**config.mk**
```make
export PLATFORM = sky130hd
export DESIGN_NAME = dac_threshold_sequencer
export DESIGN_NICKNAME = d
export VERILOG_FILES = /design/src/rtl/dac_threshold_sequencer_pkg.sv /design/src/rtl/dac_wait_timer.sv /design/src/rtl/dac_threshold_sequencer.sv
export SDC_FILE = /design/constraint.sdc
export NUM_CORES = 1
export LEC_CHECK = 0
export CAP_MARGIN = 20
export CORE_MARGIN = 5
export CORE_UTILIZATION = 35
export DETAILED_ROUTE_END_ITERATION = 12
export PLACE_DENSITY_LB_ADDON = 0.3
export SYNTH_ARGS = -nofsm -noshare
export SYNTH_HDL_FRONTEND = slang
export SYNTH_SLANG_ARGS = --single-unit
```
**constraint.sdc**
```tcl
create_clock -name clk -period 19.85 [get_ports clk]
set_input_delay 2.9775 -clock clk [delete_from_list [all_inputs] [get_ports clk]]
set_output_delay 2.9775 -clock clk [all_outputs]
set_load 0.02 [all_outputs]
```
**src/rtl/dac_threshold_sequencer_pkg.sv**
```systemverilog
// +--------------------------------------------------------------------------+
// | dac_threshold_sequencer_pkg : shared types and helpers for DAC sequencing |
// | Rev 1.0                                                                    |
// +--------------------------------------------------------------------------+
`default_nettype none

package dac_threshold_sequencer_pkg;

  localparam logic [3:0] c_CMD_WRITE_UPDATE = 4'h3;
  localparam logic [3:0] c_CMD_REF_SETUP    = 4'h8;

  typedef enum logic [2:0] {
    ST_IDLE   = 3'd0,
    ST_REF    = 3'd1,
    ST_SCAN   = 3'd2,
    ST_WAIT   = 3'd3,
    ST_COMMIT = 3'd4,
    ST_FIN    = 3'd5
  } state_t;

  // Control byte exposed in the NIM+ parameter register map.
  typedef struct packed {
    logic [4:0] rsvd;
    logic       ref_en;
    logic       refresh_all;
    logic       apply;
  } dac_ctrl_t;

  function automatic logic [31:0] build_cmd(input logic [3:0]  cmd,
                                            input logic [3:0]  addr,
                                            input logic [11:0] data);
    return {4'h0, cmd, addr, data, 8'h00};
  endfunction

endpackage

`default_nettype wire

```
**src/rtl/dac_wait_timer.sv**
```systemverilog
// +--------------------------------------------------------------------------+
// | dac_wait_timer : loadable down-counter with zero flag                     |
// | Rev 1.0                                                                    |
// +--------------------------------------------------------------------------+
`default_nettype none

module dac_wait_timer #(
  parameter int W = 7
) (
  input  logic         clk,
  input  logic         reset,
  input  logic         load_i,
  input  logic [W-1:0] load_val_i,
  output logic         zero_o
);

  logic [W-1:0] count_q;

  always_ff @(posedge clk or posedge reset) begin
    if (reset) begin
      count_q <= '0;
    end else if (load_i) begin
      count_q <= load_val_i;
    end else if (count_q != '0) begin
      count_q <= count_q - 1'b1;
    end
  end

  assign zero_o = (count_q == '0);

endmodule

`default_nettype wire

```
**src/rtl/dac_threshold_sequencer.sv**
```systemverilog
// +--------------------------------------------------------------------------+
// | dac_threshold_sequencer : writes changed NIM threshold codes to the DAC   |
// | Rev 1.0                                                                    |
// +--------------------------------------------------------------------------+
`default_nettype none

module dac_threshold_sequencer
  import dac_threshold_sequencer_pkg::*;
#(
  parameter int         N_CH             = 8,
  parameter int         CODE_W           = 12,
  parameter int         WAIT_CYCLES      = 64,
  parameter logic [3:0] CMD_WRITE_UPDATE = c_CMD_WRITE_UPDATE,
  parameter logic [3:0] CMD_REF_SETUP    = c_CMD_REF_SETUP
) (
  input  logic                     clk,
  input  logic                     reset,
  input  logic [N_CH*CODE_W-1:0]   thresh,
  input  logic                     apply,
  input  logic                     refresh_all,
  input  logic                     ref_en,
  output logic [31:0]              dac_data,
  output logic                     dac_wr_dac,
  output logic                     busy,
  output logic                     done,
  output logic [N_CH-1:0]          written_mask
);

  localparam int CH_W = (N_CH > 1) ? $clog2(N_CH) : 1;
  localparam int TW   = $clog2(WAIT_CYCLES + 1);
  // The COMMIT cycle is part of the channel-to-channel gap, so that path waits one less.
  localparam logic [TW-1:0] c_WAIT_REF = TW'(WAIT_CYCLES - 1);
  localparam logic [TW-1:0] c_WAIT_CH  = TW'(WAIT_CYCLES - 2);

  function automatic logic [CH_W-1:0] lowest_set(input logic [N_CH-1:0] m);
    lowest_set = '0;
    for (int i = N_CH - 1; i >= 0; i--) begin
      if (m[i]) lowest_set = CH_W'(i);
    end
  endfunction

  state_t                        state_q, state_d;
  state_t                        target_q, target_d;
  logic [N_CH-1:0][CODE_W-1:0]   shadow_q;
  logic [N_CH-1:0][CODE_W-1:0]   last_q;
  logic [N_CH-1:0][CODE_W-1:0]   w_thresh;
  logic [N_CH-1:0]               dirty_q;
  logic [N_CH-1:0]               valid_q;
  logic [N_CH-1:0]               w_dirty_apply;
  logic                          pending_q, pending_all_q;
  logic [CH_W-1:0]               ch_q;
  logic [31:0]                   dac_data_q;
  logic                          dac_wr_q, busy_q, busy_d, done_q, done_d;

  logic                          w_req, w_found, w_tmr_zero;
  logic [CH_W-1:0]               w_sel;
  logic                          snap, snap_all, emit_ref, emit_ch, commit, tmr_load;
  logic [TW-1:0]                 tmr_val;

  assign w_thresh = thresh;
  assign w_req    = apply | refresh_all;
  assign w_found  = |dirty_q;
  assign w_sel    = lowest_set(dirty_q);

  always_comb begin
    w_dirty_apply = '0;
    for (int n = 0; n < N_CH; n++) begin
      w_dirty_apply[n] = !valid_q[n] || (w_thresh[n] != last_q[n]);
    end
  end

  dac_wait_timer #(.W(TW)) u_wait_timer (
    .clk        (clk),
    .reset      (reset),
    .load_i     (tmr_load),
    .load_val_i (tmr_val),
    .zero_o     (w_tmr_zero)
  );

  always_ff @(posedge clk or posedge reset) begin
    if (reset) begin
      state_q  <= ST_IDLE;
      target_q <= ST_IDLE;
    end else begin
      state_q  <= state_d;
      target_q <= target_d;
    end
  end

  always_comb begin
    state_d  = state_q;
    target_d = target_q;
    snap     = 1'b0;
    snap_all = 1'b0;
    emit_ref = 1'b0;
    emit_ch  = 1'b0;
    commit   = 1'b0;
    tmr_load = 1'b0;
    tmr_val  = c_WAIT_REF;
    busy_d   = busy_q;
    done_d   = 1'b0;
    case (state_q)
      ST_IDLE: begin
        if (w_req) begin
          snap     = 1'b1;
          snap_all = refresh_all;
          busy_d   = 1'b1;
          state_d  = ST_REF;
        end
      end
      ST_REF: begin
        emit_ref = 1'b1;
        tmr_load = 1'b1;
        tmr_val  = c_WAIT_REF;
        target_d = ST_SCAN;
        state_d  = ST_WAIT;
      end
      ST_SCAN: begin
        if (w_found) begin
          emit_ch  = 1'b1;
          tmr_load = 1'b1;
          tmr_val  = c_WAIT_CH;
          target_d = ST_COMMIT;
          state_d  = ST_WAIT;
        end else begin
          state_d = ST_FIN;
        end
      end
      ST_WAIT: begin
        if (w_tmr_zero) state_d = target_q;
      end
      ST_COMMIT: begin
        commit  = 1'b1;
        state_d = ST_SCAN;
      end
      ST_FIN: begin
        done_d = 1'b1;
        // A request landing in FIN is folded into the rerun snapshot.
        if (pending_q || w_req) begin
          snap     = 1'b1;
          snap_all = pending_all_q | refresh_all;
          state_d  = ST_REF;
        end else begin
          busy_d  = 1'b0;
          state_d = ST_IDLE;
        end
      end
      default: state_d = ST_IDLE;
    endcase
  end

  always_ff @(posedge clk or posedge reset) begin
    if (reset) begin
      shadow_q      <= '0;
      last_q        <= '0;
      dirty_q       <= '0;
      valid_q       <= '0;
      pending_q     <= 1'b0;
      pending_all_q <= 1'b0;
      ch_q          <= '0;
      dac_data_q    <= '0;
      dac_wr_q      <= 1'b0;
      busy_q        <= 1'b0;
      done_q        <= 1'b0;
    end else begin
      busy_q   <= busy_d;
      done_q   <= done_d;
      dac_wr_q <= emit_ref | emit_ch;
      if (snap) begin
        shadow_q <= w_thresh;
        dirty_q  <= snap_all ? {N_CH{1'b1}} : w_dirty_apply;
      end
      if (commit) begin
        last_q[ch_q]  <= shadow_q[ch_q];
        valid_q[ch_q] <= 1'b1;
        dirty_q[ch_q] <= 1'b0;
      end
      if (state_q == ST_FIN) begin
        pending_q     <= 1'b0;
        pending_all_q <= 1'b0;
      end else if (state_q != ST_IDLE && w_req) begin
        pending_q     <= 1'b1;
        pending_all_q <= pending_all_q | refresh_all;
      end
      if (emit_ref) begin
        dac_data_q <= build_cmd(CMD_REF_SETUP, 4'h0, 12'h000) | {31'b0, ref_en};
      end else if (emit_ch) begin
        ch_q       <= w_sel;
        dac_data_q <= build_cmd(CMD_WRITE_UPDATE, 4'(w_sel), 12'(shadow_q[w_sel]));
      end
    end
  end

  assign dac_data     = dac_data_q;
  assign dac_wr_dac   = dac_wr_q;
  assign busy         = busy_q;
  assign done         = done_q;
  assign written_mask = valid_q;

endmodule

`default_nettype wire

```
==> impl_metrics.yaml <==
status:
  outcome: "completed"
grt:
  grt_pass1_vias: 8205
  grt_max_degree: 120
  antenna_found_initial: 2
  met1_usage: 0.262
  use_met2: 0.295
  grt_usage: 0.188
  overflow: 0
  grt_busiest_layer: "met2"
  grt_pass1_wl_um: 52300
  grt_use_met3: 0.0371
setup_path:
  path_class: "in2reg"
  crit_arrival_ns: 5.64
  r2r_start: "state_q[0]"
  path_max_fanout: 62
  cp.required_ns: 20.26
  rrSetupSlack_ns: 16.78
  endpoint_kind: "flop"
  worst_setup_path_start_kind: "input pin"
  startpoint: "apply"
  rr_worst_depth: 6
  r2r-end: "shadow_q[47]"
min_path:
  min_from: "dac_data[27]"
  whs_path_depth: 2
  hold_end: "dac_data[27]"
  hold_path.class: "reg2reg"
routing:
  ant_nets: 0
  wl_um: 35200
  route.detailed.drc: 0
  drt_pass1_iterations: 5
  vias: 8189
  vias_per_cell: 5.18
  wl_per_cell_um: 22.3
  drt_iter0_drc: 583
pwr:
  power.switching_mw: 0.378
  leakage_nw: 6.09
  p_total_mw: 1.34
  powerDensity_mw_per_mm2: 93.1
  pwr-share-seq: 0.436
  internal-power_mw: 0.957
  p_clk_frac: 0.384
  combPwrFrac: 0.181
  switching_share: 0.283
  ir_drop_mv: 0.0559
final_layout:
  layout-drive-gt1-share: 0.185
  nets: 1216
  final_cell_mix: "246 x dfrtp_1, 130 x clkdlybuf4s50_1, 98 x mux2_2"
  antenna_cells: 0
  nFillCells: 3138
  stdcell_count: 1580
  final_common_cell: "dfrtp_1"
  fin_util: 0.431
  area_growth_pct: 22.2
clock_tree:
  cts_num_sinks: 246
  cts.path.max_buffers: 3
  clkLatencyLatePin_ns: 0.53
  cts_max_level: 1
  cts_resized: 0
  cts_buffers: 27
  cts_tree: "built"
  clk_pin_slew_worst_paths_ns: 0.06
  root_buffer: "clkbuf_16"
  cts_hold_buf: 0
  post_cts_buffers: 0
die:
  core-area_sq_mm: 0.0333
  die_height_um: 193
  die_w_um: 193
  start_util: 0.352
  die_area_sq_mm: 0.0373
  ioPinCount: 144
  rows: 67
timing:
  min_period_ns: 5.23
  drv_slew: 0
  max_freq_mhz: 191
  fin_worst_skew_ns: 0.0113
  setup_viol: 0
  setup_tns_ns: 0
  rsz0062_at_grt: "false"
  period_share: 0.263
  finalHoldViolCount: 0
  hold_ws_ns: 0.489
  slew_headroom: 0.186
  worstMarginPinSlew_ns: 1.20
placed_design:
  globalplace.congestion: 0.844
  dp_cells: 1532
  dp_hpwl_um: 25500
  port_buffers: 130
yosys:
  synth_warnings: 0
  syn_inst: 998
  netlist_area_sq_mm: 0.0117
  ys_top_cells_by_area: "dfrtp_1 52%, mux2_2 9.4%, mux4_2 4.8%, mux2i_1 4.8%, xor2_1 4.4%"
  synth-edff-count: 0
  avgSynthCellArea_sq_um: 11.8
  synth_ff_type: "dfrtp_1"
  ys_types: 47
  synthArstFlopShare: 1.00
  ys_seq_area_frac: 0.525
  synth_top_area_share: 0.525
  yosysTopAreaCell: "dfrtp_1"
  synth_seq_cells: 246
job:
  maxCapViolations: 0
per-layer routing:
layer,part of all wire,wire length (um)
met5,0.00037,13
met4,0.038,1320
met3,0.068,2400
met2,0.46,16200
met1,0.44,15300
cell usage after synthesis, types with 7 or more instances:
library cell,n
a211o_1,11
a21oi_1,42
buf_2,21
buf_4,26
clkbuf_1,19
dfrtp_1,246
inv_1,8
mux2_2,98
mux2i_1,56
mux4_2,25
nand2_1,97
nand2b_1,7
nand4_1,17
nor2_1,48
nor4_1,20
o21ai_0,76
o22ai_1,30
xnor2_1,42
xor2_1,59
stage by stage:
step,setup WS (ns),cell area (sq um)
6_report,14.62,14300
5_1_grt,14.24,14300
4_1_cts,14.55,14300
3_5_place_dp,13.98,13400
3_3_place_gp,14.01,13400
2_1_floorplan,10.11,11800
how the worst max path moves through the flow:
stage                         to  slack (ns)  cells past startpoint
floorplan                   busy       10.11                      1
global placement      last_q[84]       14.01                      4
detailed placement    last_q[90]       13.98                      4
CTS                   last_q[85]       14.55                      4
global route          last_q[85]       14.24                      4
finish              shadow_q[47]       14.62                      7
critical path, cell delays in order:
cell	delay (ns)
clkdlybuf4s50_1	0.51
or3_1	0.15
nand3_1	0.12
a21oi_4	0.15
buf_4	0.49
buf_4	0.74
mux2_2	0.41
kinds of logic after synthesis:
logic type | count (synthesis) | synth area share
other | 1 | 0.000320
XOR/XNOR | 101 | 0.0754
AND/OR/NAND/NOR | 220 | 0.0875
buffers and inverters | 77 | 0.0358
flip-flops | 246 | 0.525
AO/OA/AOI/OAI | 172 | 0.0841
multiplexers | 179 | 0.190
adder cells (fa/ha/maj) | 2 | 0.00213
area by class of cell:
class	instances	area, sq um	area share
multi-input combinational	687	5270	0.367
inverter	8	37.5	0.00262
clock buffer	34	752	0.0524
clock inverter	14	156	0.0109
sequential	246	6160	0.429
tap	448	561	0.0391
timing repair buffer	143	1410	0.0981
sequential cells by signal, summed over array words and instances (netlist names):
register	flops
state_q	3
target_q	2
u_wait_timer.count_q	7
dac_wr_dac	1
pending_all_q	1
busy	1
ch_q	3
dirty_q	8
shadow_q	96
done	1
last_q	96
pending_q	1
written_mask	8
dac_data	18
power groups by stage:
stage | logic (mW) | clock network [mW] | registers (mW)
2_1_floorplan | 0.124 | 0 | 0.583
3_3_place_gp | 0.238 | 0 | 0.590
3_5_place_dp | 0.242 | 0 | 0.590
4_1_cts | 0.243 | 0.520 | 0.581
5_1_grt | 0.259 | 0.540 | 0.585
6_report | 0.241 | 0.512 | 0.582
No activity file was read; power rests on OpenSTA's default activity.
